## config.mk

```make
export PLATFORM = sky130hd
export DESIGN_NAME = sm4_de_iter_flat
export DESIGN_NICKNAME = d
export VERILOG_FILES = /design/src/rtl/sm4_de_if.sv /design/src/rtl/sm4_de_iter.sv /design/src/flat_wrapper.sv
export SDC_FILE = /design/constraint.sdc
export NUM_CORES = 2
export LEC_CHECK = 0
export BUFFER_PORTS_ARGS = -buffer_cell sky130_fd_sc_hd__buf_2
export CORE_AREA = 4 4 445 447
export DETAILED_ROUTE_END_ITERATION = 10
export DIE_AREA = 0 0 449 451
export HOLD_SLACK_MARGIN = 0.02
export PLACE_DENSITY = 0.65
export SLEW_MARGIN = 10
export SYNTH_ARGS = -nofsm -noshare
export SYNTH_HDL_FRONTEND = slang
export SYNTH_SLANG_ARGS = --single-unit
```

## constraint.sdc

```tcl
create_clock -name clk -period 9.6 [get_ports clk]
set_clock_uncertainty 0.05 [all_clocks]
set_input_delay 0 -clock clk [delete_from_list [all_inputs] [get_ports clk]]
set_output_delay 0 -clock clk [all_outputs]
set_load 0.005 [all_outputs]
```

## src/rtl/sm4_de_if.sv

```systemverilog
// Request/response bundle for the iterative SM4 decryptor.
// Both sides use valid/ready: a transfer happens on a rising clock edge where valid and ready are both high;
// once valid is raised by the producer, the payload is held stable until that transfer edge.
interface sm4_de_if;
    logic         in_valid;
    logic         in_ready;
    logic [127:0] data_in;
    logic [127:0] key;
    logic         out_valid;
    logic         out_ready;
    logic [127:0] data_out;
    logic         busy;

    modport master (
        output in_valid, data_in, key, out_ready,
        input  in_ready, out_valid, data_out, busy
    );

    modport slave (
        input  in_valid, data_in, key, out_ready,
        output in_ready, out_valid, data_out, busy
    );
endinterface

```

## src/rtl/sm4_de_iter.sv

```systemverilog
// Iterative SM4 block decryptor: one key-expansion step or one round per clock,
// optionally reusing the last fully expanded round-key schedule when the key repeats.
module sm4_de_iter #(
    parameter bit KEY_CACHE = 1'b1
) (
    input  logic       clk,
    input  logic       rst,
    sm4_de_if.slave    bus,
    output logic [1:0] state_o
);
    typedef enum logic [1:0] {IDLE = 2'd0, KEYEXP = 2'd1, ROUND = 2'd2, DONE = 2'd3} state_e;

    localparam logic [127:0] FK = 128'ha3b1bac6_56aa3350_677d9197_b27022dc;
    localparam logic [2047:0] SBOX = {
        128'hd690e9fecce13db716b614c228fb2c05, 128'h2b679a762abe04c3aa44132649860699,
        128'h9c4250f491ef987a33540b43edcfac62, 128'he4b31ca9c908e89580df94fa758f3fa6,
        128'h4707a7fcf37317ba83593c19e6854fa8, 128'h686b81b27164da8bf8eb0f4b70569d35,
        128'h1e240e5e6358d1a225227c3b01217887, 128'hd40046579fd327524c3602e7a0c4c89e,
        128'heabf8ad240c738b5a3f7f2cef96115a1, 128'he0ae5da49b341a55ad933230f58cb1e3,
        128'h1df6e22e8266ca60c02923ab0d534e6f, 128'hd5db3745defd8e2f03ff6a726d6c5b51,
        128'h8d1baf92bbddbc7f11d95c411f105ad8, 128'h0ac13188a5cd7bbd2d74d012b8e5b4b0,
        128'h8969974a0c96777e65b9f109c56ec684, 128'h18f07dec3adc4d2079ee5f3ed7cb3948
    };

    function automatic logic [7:0] sbox(input logic [7:0] a);
        logic [10:0] idx;
        idx = {a, 3'b000};
        return SBOX[11'd2047 - idx -: 8];
    endfunction

    function automatic logic [31:0] tau(input logic [31:0] w);
        return {sbox(w[31:24]), sbox(w[23:16]), sbox(w[15:8]), sbox(w[7:0])};
    endfunction

    function automatic logic [31:0] rotl(input logic [31:0] b, input int n);
        return (b << n) | (b >> (32 - n));
    endfunction

    function automatic logic [31:0] t_enc(input logic [31:0] w);
        logic [31:0] b;
        b = tau(w);
        return b ^ rotl(b, 2) ^ rotl(b, 10) ^ rotl(b, 18) ^ rotl(b, 24);
    endfunction

    function automatic logic [31:0] t_key(input logic [31:0] w);
        logic [31:0] b;
        b = tau(w);
        return b ^ rotl(b, 13) ^ rotl(b, 23);
    endfunction

    // CK byte j of round i is (4i+j)*7 mod 256; 7n is formed as 8n-n in 8 bits.
    function automatic logic [31:0] ck(input logic [4:0] i);
        logic [7:0] n;
        logic [31:0] r;
        r = '0;
        for (int j = 0; j < 4; j++) begin
            n = {1'b0, i, 2'(j)};
            r[31 - 8*j -: 8] = (n << 3) - n;
        end
        return r;
    endfunction

    state_e       state_q, state_d;
    logic [4:0]   cnt_q, cnt_d;
    logic [127:0] x_q, x_d, k_q, k_d, key_q, key_d;
    logic [127:0] cached_key_q, cached_key_d, data_out_q, data_out_d;
    logic         cache_valid_q, cache_valid_d;
    logic         rk_we;
    logic [31:0]  rk_q [32];
    logic [31:0]  rk_new, x_new;

    always_comb begin
        state_d       = state_q;
        cnt_d         = cnt_q;
        x_d           = x_q;
        k_d           = k_q;
        key_d         = key_q;
        cached_key_d  = cached_key_q;
        cache_valid_d = cache_valid_q;
        data_out_d    = data_out_q;
        rk_we         = 1'b0;
        rk_new = k_q[127:96] ^ t_key(k_q[95:64] ^ k_q[63:32] ^ k_q[31:0] ^ ck(cnt_q));
        x_new  = x_q[127:96] ^ t_enc(x_q[95:64] ^ x_q[63:32] ^ x_q[31:0] ^ rk_q[5'd31 - cnt_q]);
        case (state_q)
            IDLE: begin
                if (bus.in_valid) begin
                    x_d   = bus.data_in;
                    key_d = bus.key;
                    k_d   = bus.key ^ FK;
                    cnt_d = 5'd0;
                    if (KEY_CACHE && cache_valid_q && (bus.key == cached_key_q)) begin
                        state_d = ROUND;
                    end else begin
                        // The schedule is about to be overwritten, so it is no longer a valid cache.
                        state_d       = KEYEXP;
                        cache_valid_d = 1'b0;
                    end
                end
            end
            KEYEXP: begin
                rk_we = 1'b1;
                k_d   = {k_q[95:0], rk_new};
                cnt_d = cnt_q + 5'd1;
                if (cnt_q == 5'd31) begin
                    cache_valid_d = 1'b1;
                    cached_key_d  = key_q;
                    state_d       = ROUND;
                end
            end
            ROUND: begin
                x_d   = {x_q[95:0], x_new};
                cnt_d = cnt_q + 5'd1;
                if (cnt_q == 5'd31) begin
                    // Reverse transform R: {X35, X34, X33, X32}.
                    data_out_d = {x_new, x_q[31:0], x_q[63:32], x_q[95:64]};
                    state_d    = DONE;
                end
            end
            DONE: begin
                if (bus.out_ready) state_d = IDLE;
            end
            default: state_d = IDLE;
        endcase
    end

    always_ff @(posedge clk) begin
        if (rst) begin
            state_q       <= IDLE;
            cnt_q         <= 5'd0;
            x_q           <= '0;
            k_q           <= '0;
            key_q         <= '0;
            cached_key_q  <= '0;
            cache_valid_q <= 1'b0;
            data_out_q    <= '0;
        end else begin
            state_q       <= state_d;
            cnt_q         <= cnt_d;
            x_q           <= x_d;
            k_q           <= k_d;
            key_q         <= key_d;
            cached_key_q  <= cached_key_d;
            cache_valid_q <= cache_valid_d;
            data_out_q    <= data_out_d;
        end
    end

    always_ff @(posedge clk) begin
        if (rk_we) rk_q[cnt_q] <= rk_new;
    end

    assign bus.in_ready  = (state_q == IDLE);
    assign bus.out_valid = (state_q == DONE);
    assign bus.busy      = (state_q == KEYEXP) || (state_q == ROUND);
    assign bus.data_out  = data_out_q;
    assign state_o       = state_q;
endmodule

```

## src/flat_wrapper.sv

```systemverilog
// flat-port wrapper written by rule: the top's interface ports become plain ports
module sm4_de_iter_flat 
#(
    parameter bit KEY_CACHE = 1'b1
)
  (clk, rst, state_o, bus_in_valid, bus_data_in, bus_key, bus_out_ready, bus_in_ready, bus_out_valid, bus_data_out, bus_busy);
  sm4_de_if bus_i ();
  input  logic clk;
  input  logic rst;
  output logic [1:0] state_o;
  input wire logic [$bits(bus_i.in_valid)-1:0] bus_in_valid;
  input wire logic [$bits(bus_i.data_in)-1:0] bus_data_in;
  input wire logic [$bits(bus_i.key)-1:0] bus_key;
  input wire logic [$bits(bus_i.out_ready)-1:0] bus_out_ready;
  output wire logic [$bits(bus_i.in_ready)-1:0] bus_in_ready;
  output wire logic [$bits(bus_i.out_valid)-1:0] bus_out_valid;
  output wire logic [$bits(bus_i.data_out)-1:0] bus_data_out;
  output wire logic [$bits(bus_i.busy)-1:0] bus_busy;
  assign bus_i.in_valid = bus_in_valid;
  assign bus_i.data_in = bus_data_in;
  assign bus_i.key = bus_key;
  assign bus_i.out_ready = bus_out_ready;
  assign bus_in_ready = bus_i.in_ready;
  assign bus_out_valid = bus_i.out_valid;
  assign bus_data_out = bus_i.data_out;
  assign bus_busy = bus_i.busy;
  sm4_de_iter #(.KEY_CACHE(KEY_CACHE)) u_core (.clk(clk), .rst(rst), .bus(bus_i), .state_o(state_o));
endmodule
```

Word-level counts from Yosys, hierarchy flattened --
Memories as Yosys holds them, arrays and structs flattened. Index checks and enable logic that the tools add are counted.
Storage, ports and cells: logic and storage cells 96, register bits after elaboration 648, memories kept 1, memory bits (writable) 1024, output and inout bits 133
Memories:
- u_core.rk_q | depth 32, width 32, rd ports 1, clocked after Yosys merged registers in 0, write ports 1, line sm4_de_iter.sv:69 | logic [31:0] rk_q [32];
Operators by class: eq/ne operators 10, shifts and indexed selects 8, reductions and logical operators 15, add/sub/neg operators 14, bitwise gates (word level) 21, multiplexer cells 19
Operators with widths (count):
- 2055-bit by 12-bit indexed part select with 8-bit output, first input constant | 8
- 128-bit one-hot mux with 2 select lines | 2
- 32-bit XOR | 14
- 128-bit two-way mux | 2
- 128-bit == test | 1
- 11-bit subtractor, first input constant | 8
- 64-bit NOT | 1
- 32-bit by 10-bit bitwise OR with 32-bit output | 1
- 32-bit by 13-bit bitwise OR with 32-bit output | 1
- 32-bit by 18-bit bitwise OR with 32-bit output | 1
- 32-bit by 2-bit bitwise OR with 32-bit output | 1
- 32-bit by 23-bit bitwise OR with 32-bit output | 1
- 32-bit by 24-bit bitwise OR with 32-bit output | 1
- 8-bit by 7-bit subtractor with 8-bit output | 4
- 2-bit AND reduction | 6
- 2-bit two-way mux | 5
- 5-bit one-hot mux with 2 select lines | 1
- 2-bit one-hot mux with 4 select lines | 1
- 4-bit AND reduction | 2
- 1-bit two-way mux | 6
- 2-bit != test, second input constant | 3
- 2-bit nonzero test | 3
- 5-bit by 1-bit adder with 5-bit output, second input constant | 1
- 5-bit == test, second input constant | 1
- other kinds (10) | 12

Depth between registers and ports, before layout --
word-level depth 12, mapped depth 29

Worst setup path before layout --
No wires, ideal clock.
kind register -> register, from register u_core.cnt_q[1], to register u_core.k_q[8], buffers on the path 13, stages on the path, launching flop included 27, clock period less this slack 6.690 ns, path slack 2.910 ns, setup time 0.086 ns, arrival time 6.554 ns, cells stage by stage dfxtp_1 > buf_6 > buf_8 > buf_12 > buf_6 > buf_6 > buf_6 > buf_6 > buf_6 > buf_6 > buf_2 > inv_1 > ha_1 > xor2_1 > xor2_1 > clkbuf_1 > clkbuf_1 > clkbuf_1 > nor2_1 > a221oi_1 > a21oi_1 > a211o_1 > a31oi_1 > xnor2_1 > xnor2_1 > mux2i_1 > a211oi_1
On the way: longest elaborated chain between the ends 9, elaborated cells between the ends (all ways) 16, classes of those cells add/sub: 6; shift: 3; mux: 1; bitwise: 6
RTL lines:
- from (decl) | line sm4_de_iter.sv:64 | logic [4:0] cnt_q, cnt_d;
- from (signal assigned) | line sm4_de_iter.sv:138 | cnt_q <= cnt_d;
- 8-bit by 7-bit subtractor with 8-bit output | line sm4_de_iter.sv:58 | r[31 - 8*j -: 8] = (n << 3) - n;
- 32-bit XOR (*) | line sm4_de_iter.sv:82 | rk_new = k_q[127:96] ^ t_key(k_q[95:64] ^ k_q[63:32] ^ k_q[31:0] ^ ck(cnt_q));
- 11-bit subtractor | line sm4_de_iter.sv:28 | return SBOX[11'd2047 - idx -: 8];
- 2055-bit by 12-bit indexed part select with 8-bit output | line sm4_de_iter.sv:28
- 32-bit by 13-bit bitwise OR with 32-bit output | line sm4_de_iter.sv:36 | return (b << n) | (b >> (32 - n));
- 32-bit XOR | line sm4_de_iter.sv:48 | return b ^ rotl(b, 13) ^ rotl(b, 23);
- 32-bit XOR (*) | line sm4_de_iter.sv:48
- 32-bit XOR (*) | line sm4_de_iter.sv:82
- via u_core.rk_new[8] | line sm4_de_iter.sv:70 | logic [31:0] rk_new, x_new;
- 128-bit one-hot mux with 2 select lines (*) | line sm4_de_iter.sv:84 | case (state_q)
- to (signal assigned) | line sm4_de_iter.sv:140 | k_q <= k_d;
- to (decl) | line sm4_de_iter.sv:65 | logic [127:0] x_q, x_d, k_q, k_d, key_q, key_d;
The timed path passes the listed nets; every way through them passes the cells marked *. A chain may end at the register's enable or synchronous reset.

Worst setup path in the final report --
from register u_core.cnt_q[1], to register u_core.x_q[0]
On the way: longest elaborated chain between the ends 12, elaborated cells between the ends (all ways) 21, classes of those cells add/sub: 5; shift: 4; mux: 1; bitwise: 10; memory: 1
RTL lines:
- 5-bit subtractor (*) | line sm4_de_iter.sv:83 | x_new = x_q[127:96] ^ t_enc(x_q[95:64] ^ x_q[63:32] ^ x_q[31:0] ^ rk_q[5'd31 - cnt_q]);
- memory read 32 x 32 bit (*)
- 32-bit XOR (*) | line sm4_de_iter.sv:83
- 11-bit subtractor | line sm4_de_iter.sv:28
- 2055-bit by 12-bit indexed part select with 8-bit output | line sm4_de_iter.sv:28
- 32-bit by 2-bit bitwise OR with 32-bit output | line sm4_de_iter.sv:36
- 32-bit XOR (3 in series) | line sm4_de_iter.sv:42 | return b ^ rotl(b, 2) ^ rotl(b, 10) ^ rotl(b, 18) ^ rotl(b, 24);
- 32-bit XOR (*) | line sm4_de_iter.sv:42
- 32-bit XOR (*) | line sm4_de_iter.sv:83
- 128-bit one-hot mux with 2 select lines (*) | line sm4_de_iter.sv:84
- to (signal assigned) | line sm4_de_iter.sv:130 | x_q <= '0;
- to (signal assigned) | line sm4_de_iter.sv:139 | x_q <= x_d;
- to (decl) | line sm4_de_iter.sv:65
Mark *: on every way between the ends. The rest lies on a longest branch, timed or not.

==> metrics.md <==
| Metric | Value |
|---|---|
| WP data required | approximately 10000 ps |
| Final Critical Period | a little under 9000 ps |
| Final Hold Viols | 0 |
| Worst path cell trace | buf_12 -> buf_12 -> mux2i_1 -> o22ai_1 -> nor4_2 -> a21oi_1 -> nor2_2 -> ha_1 -> clkinv_1 -> nand2_1 -> nor2_1 -> or3_1 -> a311oi_1 -> nor4b_1 -> a211oi_2 -> xnor3_1 -> xor2_1 -> nand2_1 -> a211oi_1 -> dlygate4sd3_1 |
| Initial Util | 49.6% |
| Critical Path Fanout Max | 64 |
| Max-cap check violation count | 0 |
| Hold slack | roughly 60 ps |
| Finish-stage setup viols | 0 |
| Post-Syn Instances | between 10000 and 15000 |
| Vias in the first global route | around 90000 |
| Slew Limit Fails | 0 |
| DRT iter0 DRCs | roughly 16000 |
| GRT Total Usage | between 40% and 50% |
| Vias per inst | about 7.1 |
| Area delta synth->final | 16.6% |
| CTS tree | built |
| Fillcell total | about 16000 |
| CTS Buf Count | ~170 |
| Die area | slightly above 200000 µm² |
| Largest net degree at the start of global routing | ~170 |
| Clk_lat worst skew | between 800 and 900 ps |
| ANT nets after route | 0 |
| Die X | 449 µm |
| DRT Wirelength | around 450 mm |
| Crit-path slowest cell | dfxtp_4 |
| Syn nets | around 10000 |
| Antenna violations before repair | 33 |
| Non-filler instance count after layout | ~13000 |
| WP buf/inv | 4 |
| Grt total ovfl | 0 |
| Seq/Total Area, Yosys | a little under half |
| Asr flop ratio synth | 0% |
| Final core occ | between 50% and 60% |
| Root buffer cell | clkbuf_16 |
| Core footprint | between 150000 and 200000 µm² |
| Routing usage on met1 | roughly 54% |
| WS Path Type | flip-flop to flip-flop |
| Mean Syn Cell Area | approximately 9.6 µm² |
| CP top delay family | simple AND/OR/NAND/NOR gates |
| Most common cell after layout, fill and taps aside | nand2_1 |
| Max H-tree Level | 4 |
| Initial DRT Pass Iterations | 7 |
| GR Util met3 | a little under a tenth |
| # IOs | ~400 |
| Final setup TNS | 0 ps |
| Number of port buffers | between 300 and 400 |
| Synth Flop Type | edfxtp_1 |
| Num Clock Sinks | 1672 |
| HPWL after DPL | 298 mm |
| Syn Std Cell Area | between 90000 and 100000 µm² |
| Relative slew slack | between 9 and 10% |
| CP Capture Type | flip-flop |
| Most frequent cells in the layout | nand2_1, edfxtp_1, a21oi_1, nor2_1, dfxtp_1 |
| Max Buffers Root-to-Sink | 3 |
| Largest stage delay, worst path | 960 ps |
| Worst slew pin tran | between 1000 and 1500 ps |
| Placed cell count | approximately 12000 |
| Worst-path clk slew | around 60 ps |
| Seq cells post-synth | 1672 |
| Final Cycle Share | around 90% |
| Row count | around 160 |
| Layout net count | roughly 11000 |
| Number of library cell types mapped by synthesis | about 120 |
| Ratio of cells with drive above 1 in the final layout | between 10% and 20% |
| GRT met2 Usage | roughly two thirds |
| Global-route wire length before repair | about 640 mm |
| Die Ht | 451 µm |
| Post-synth EDFFs | slightly above 1000 |
| Vias | 93700 |
| RSZ-0062 raised after global routing | no |
| Hold/Removal Path Class | input pin to flip-flop |
| CP Launch Type | flip-flop |
| Status | complete, no violations |
| DRC errors left | 0 |
| Synth warn | 0 |
| CP arrival | around 9400 ps |
| GPL Wtd Cong | 1.04 |
| WL/cell | around 34 µm |
| Achievable Freq | 115 MHz |
| Layer with the highest usage | met2 |
==> flip-flops by register name, indices dropped and copies added (netlist names) <==
| name | flops |
|---|---|
| u_core.bus.data_out | 128 |
| u_core.cache_valid_q | 1 |
| u_core.cached_key_q | 128 |
| u_core.cnt_q | 5 |
| u_core.k_q | 128 |
| u_core.key_q | 128 |
| u_core.rk_q | 1024 |
| u_core.state_o | 2 |
| u_core.x_q | 128 |
==> what timing repair did <==
item	CTS	global route
gates resized for setup	0	0
hold buffers	518	0
buffers inserted	0	0
endpoints found under the hold margin	436	0
==> path summary, 6_finish.rpt <==
kind / cells after the start / slack, ps / endpoint / from
min reg2reg: 2 / 380 / u_core.cached_key_q[13] / u_core.key_q[13]
max reg2reg: 20 / 880 / u_core.x_q[0] / u_core.cnt_q[1]
max: 20 / 880 / u_core.x_q[0] / u_core.cnt_q[1]
min: 4 / 60 / u_core.x_q[83] / bus_data_in[83]
==> per-stage QoR <==
stage	area [µm²]	setup slack, ps
2_1_floorplan	96400	2910
3_3_place_gp	101000	1630
3_5_place_dp	101000	1510
4_1_cts	112000	1090
5_1_grt	112000	688
6_report	112000	878
==> synth_stat cells (all sizes together) (29+ instances only) <==
| library cell | count | area, µm² |
|---|---|---|
| nand3 | 210 | 1060 |
| edfxtp | 1024 | 30700 |
| a211o | 30 | 263 |
| a221o | 30 | 300 |
| o221ai | 75 | 657 |
| a22oi | 51 | 388 |
| o22ai | 296 | 1860 |
| a221oi | 80 | 701 |
| dfxtp | 648 | 13000 |
| clkbuf | 526 | 1970 |
| nor3 | 228 | 1150 |
| a21oi | 877 | 4410 |
| or3 | 42 | 263 |
| and3 | 40 | 250 |
| nor4 | 95 | 812 |
| mux4 | 92 | 2070 |
| nor2 | 791 | 3000 |
| nand2 | 1321 | 4970 |
| nand4 | 53 | 338 |
| ha | 152 | 1900 |
| o311ai | 77 | 674 |
| xnor2 | 289 | 2620 |
| o211ai | 158 | 1210 |
| o21ai | 467 | 2340 |
| a2111oi | 38 | 335 |
| o2111ai | 31 | 272 |
| inv | 141 | 529 |
| a21o | 51 | 384 |
| mux2i | 615 | 6160 |
| a211oi | 367 | 2830 |
| o32ai | 29 | 262 |
| buf | 349 | 2070 |
| o31ai | 38 | 299 |
| xor2 | 156 | 1400 |
| a311oi | 77 | 681 |
| a31oi | 118 | 738 |
==> worst register-to-register path, cell delays in order (launching register included) <==
cell and delay (ps):
dfxtp_4 960, buf_12 430, buf_12 530, mux2i_1 350, o22ai_1 120, nor4_2 480
a21oi_1 180, nor2_2 590, ha_1 750, clkinv_1 580, nand2_1 430, nor2_1 130
or3_1 370, a311oi_1 270, nor4b_1 100, a211oi_2 660, xnor3_1 460, xor2_1 340
nand2_1 100, a211oi_1 230, dlygate4sd3_1 570
==> final cells by class <==
class | count | area, µm² | area share (%)
Clock inverter | 86 | 1100 | 0.977
Tap cell | 2542 | 3180 | 2.83
Antenna cell | 18 | 45.0 | 0.0401
Clock buffer | 223 | 4630 | 4.12
Multi-Input combinational cell | 7332 | 49200 | 43.8
Sequential cell | 1672 | 43700 | 38.9
Timing Repair Buffer | 1255 | 9880 | 8.80
Inverter | 152 | 571 | 0.508
==> metal layers <==
metal	part of all wire, %	routed length [µm]
met5	0.024	107
met4	8.3	37400
met3	12	52900
met2	44	200000
met1	36	162000
==> logic make-up after synthesis <==
kind of cell / count (synthesis) / share of synthesized area, %
DFF: 1672 / 45.4
and+or+nand+nor: 2895 / 13.2
adders and majority gates: 158 / 2.09
muxes: 712 / 8.60
xor gates and xnor gates: 466 / 4.67
AOI/OAI and AO/OA: 3101 / 21.3
buffers and inverters: 1027 / 4.78
Power is left out: the tool's default activity adds up to more than one toggle a clock period on the data nets, which glitch-free logic cannot reach.
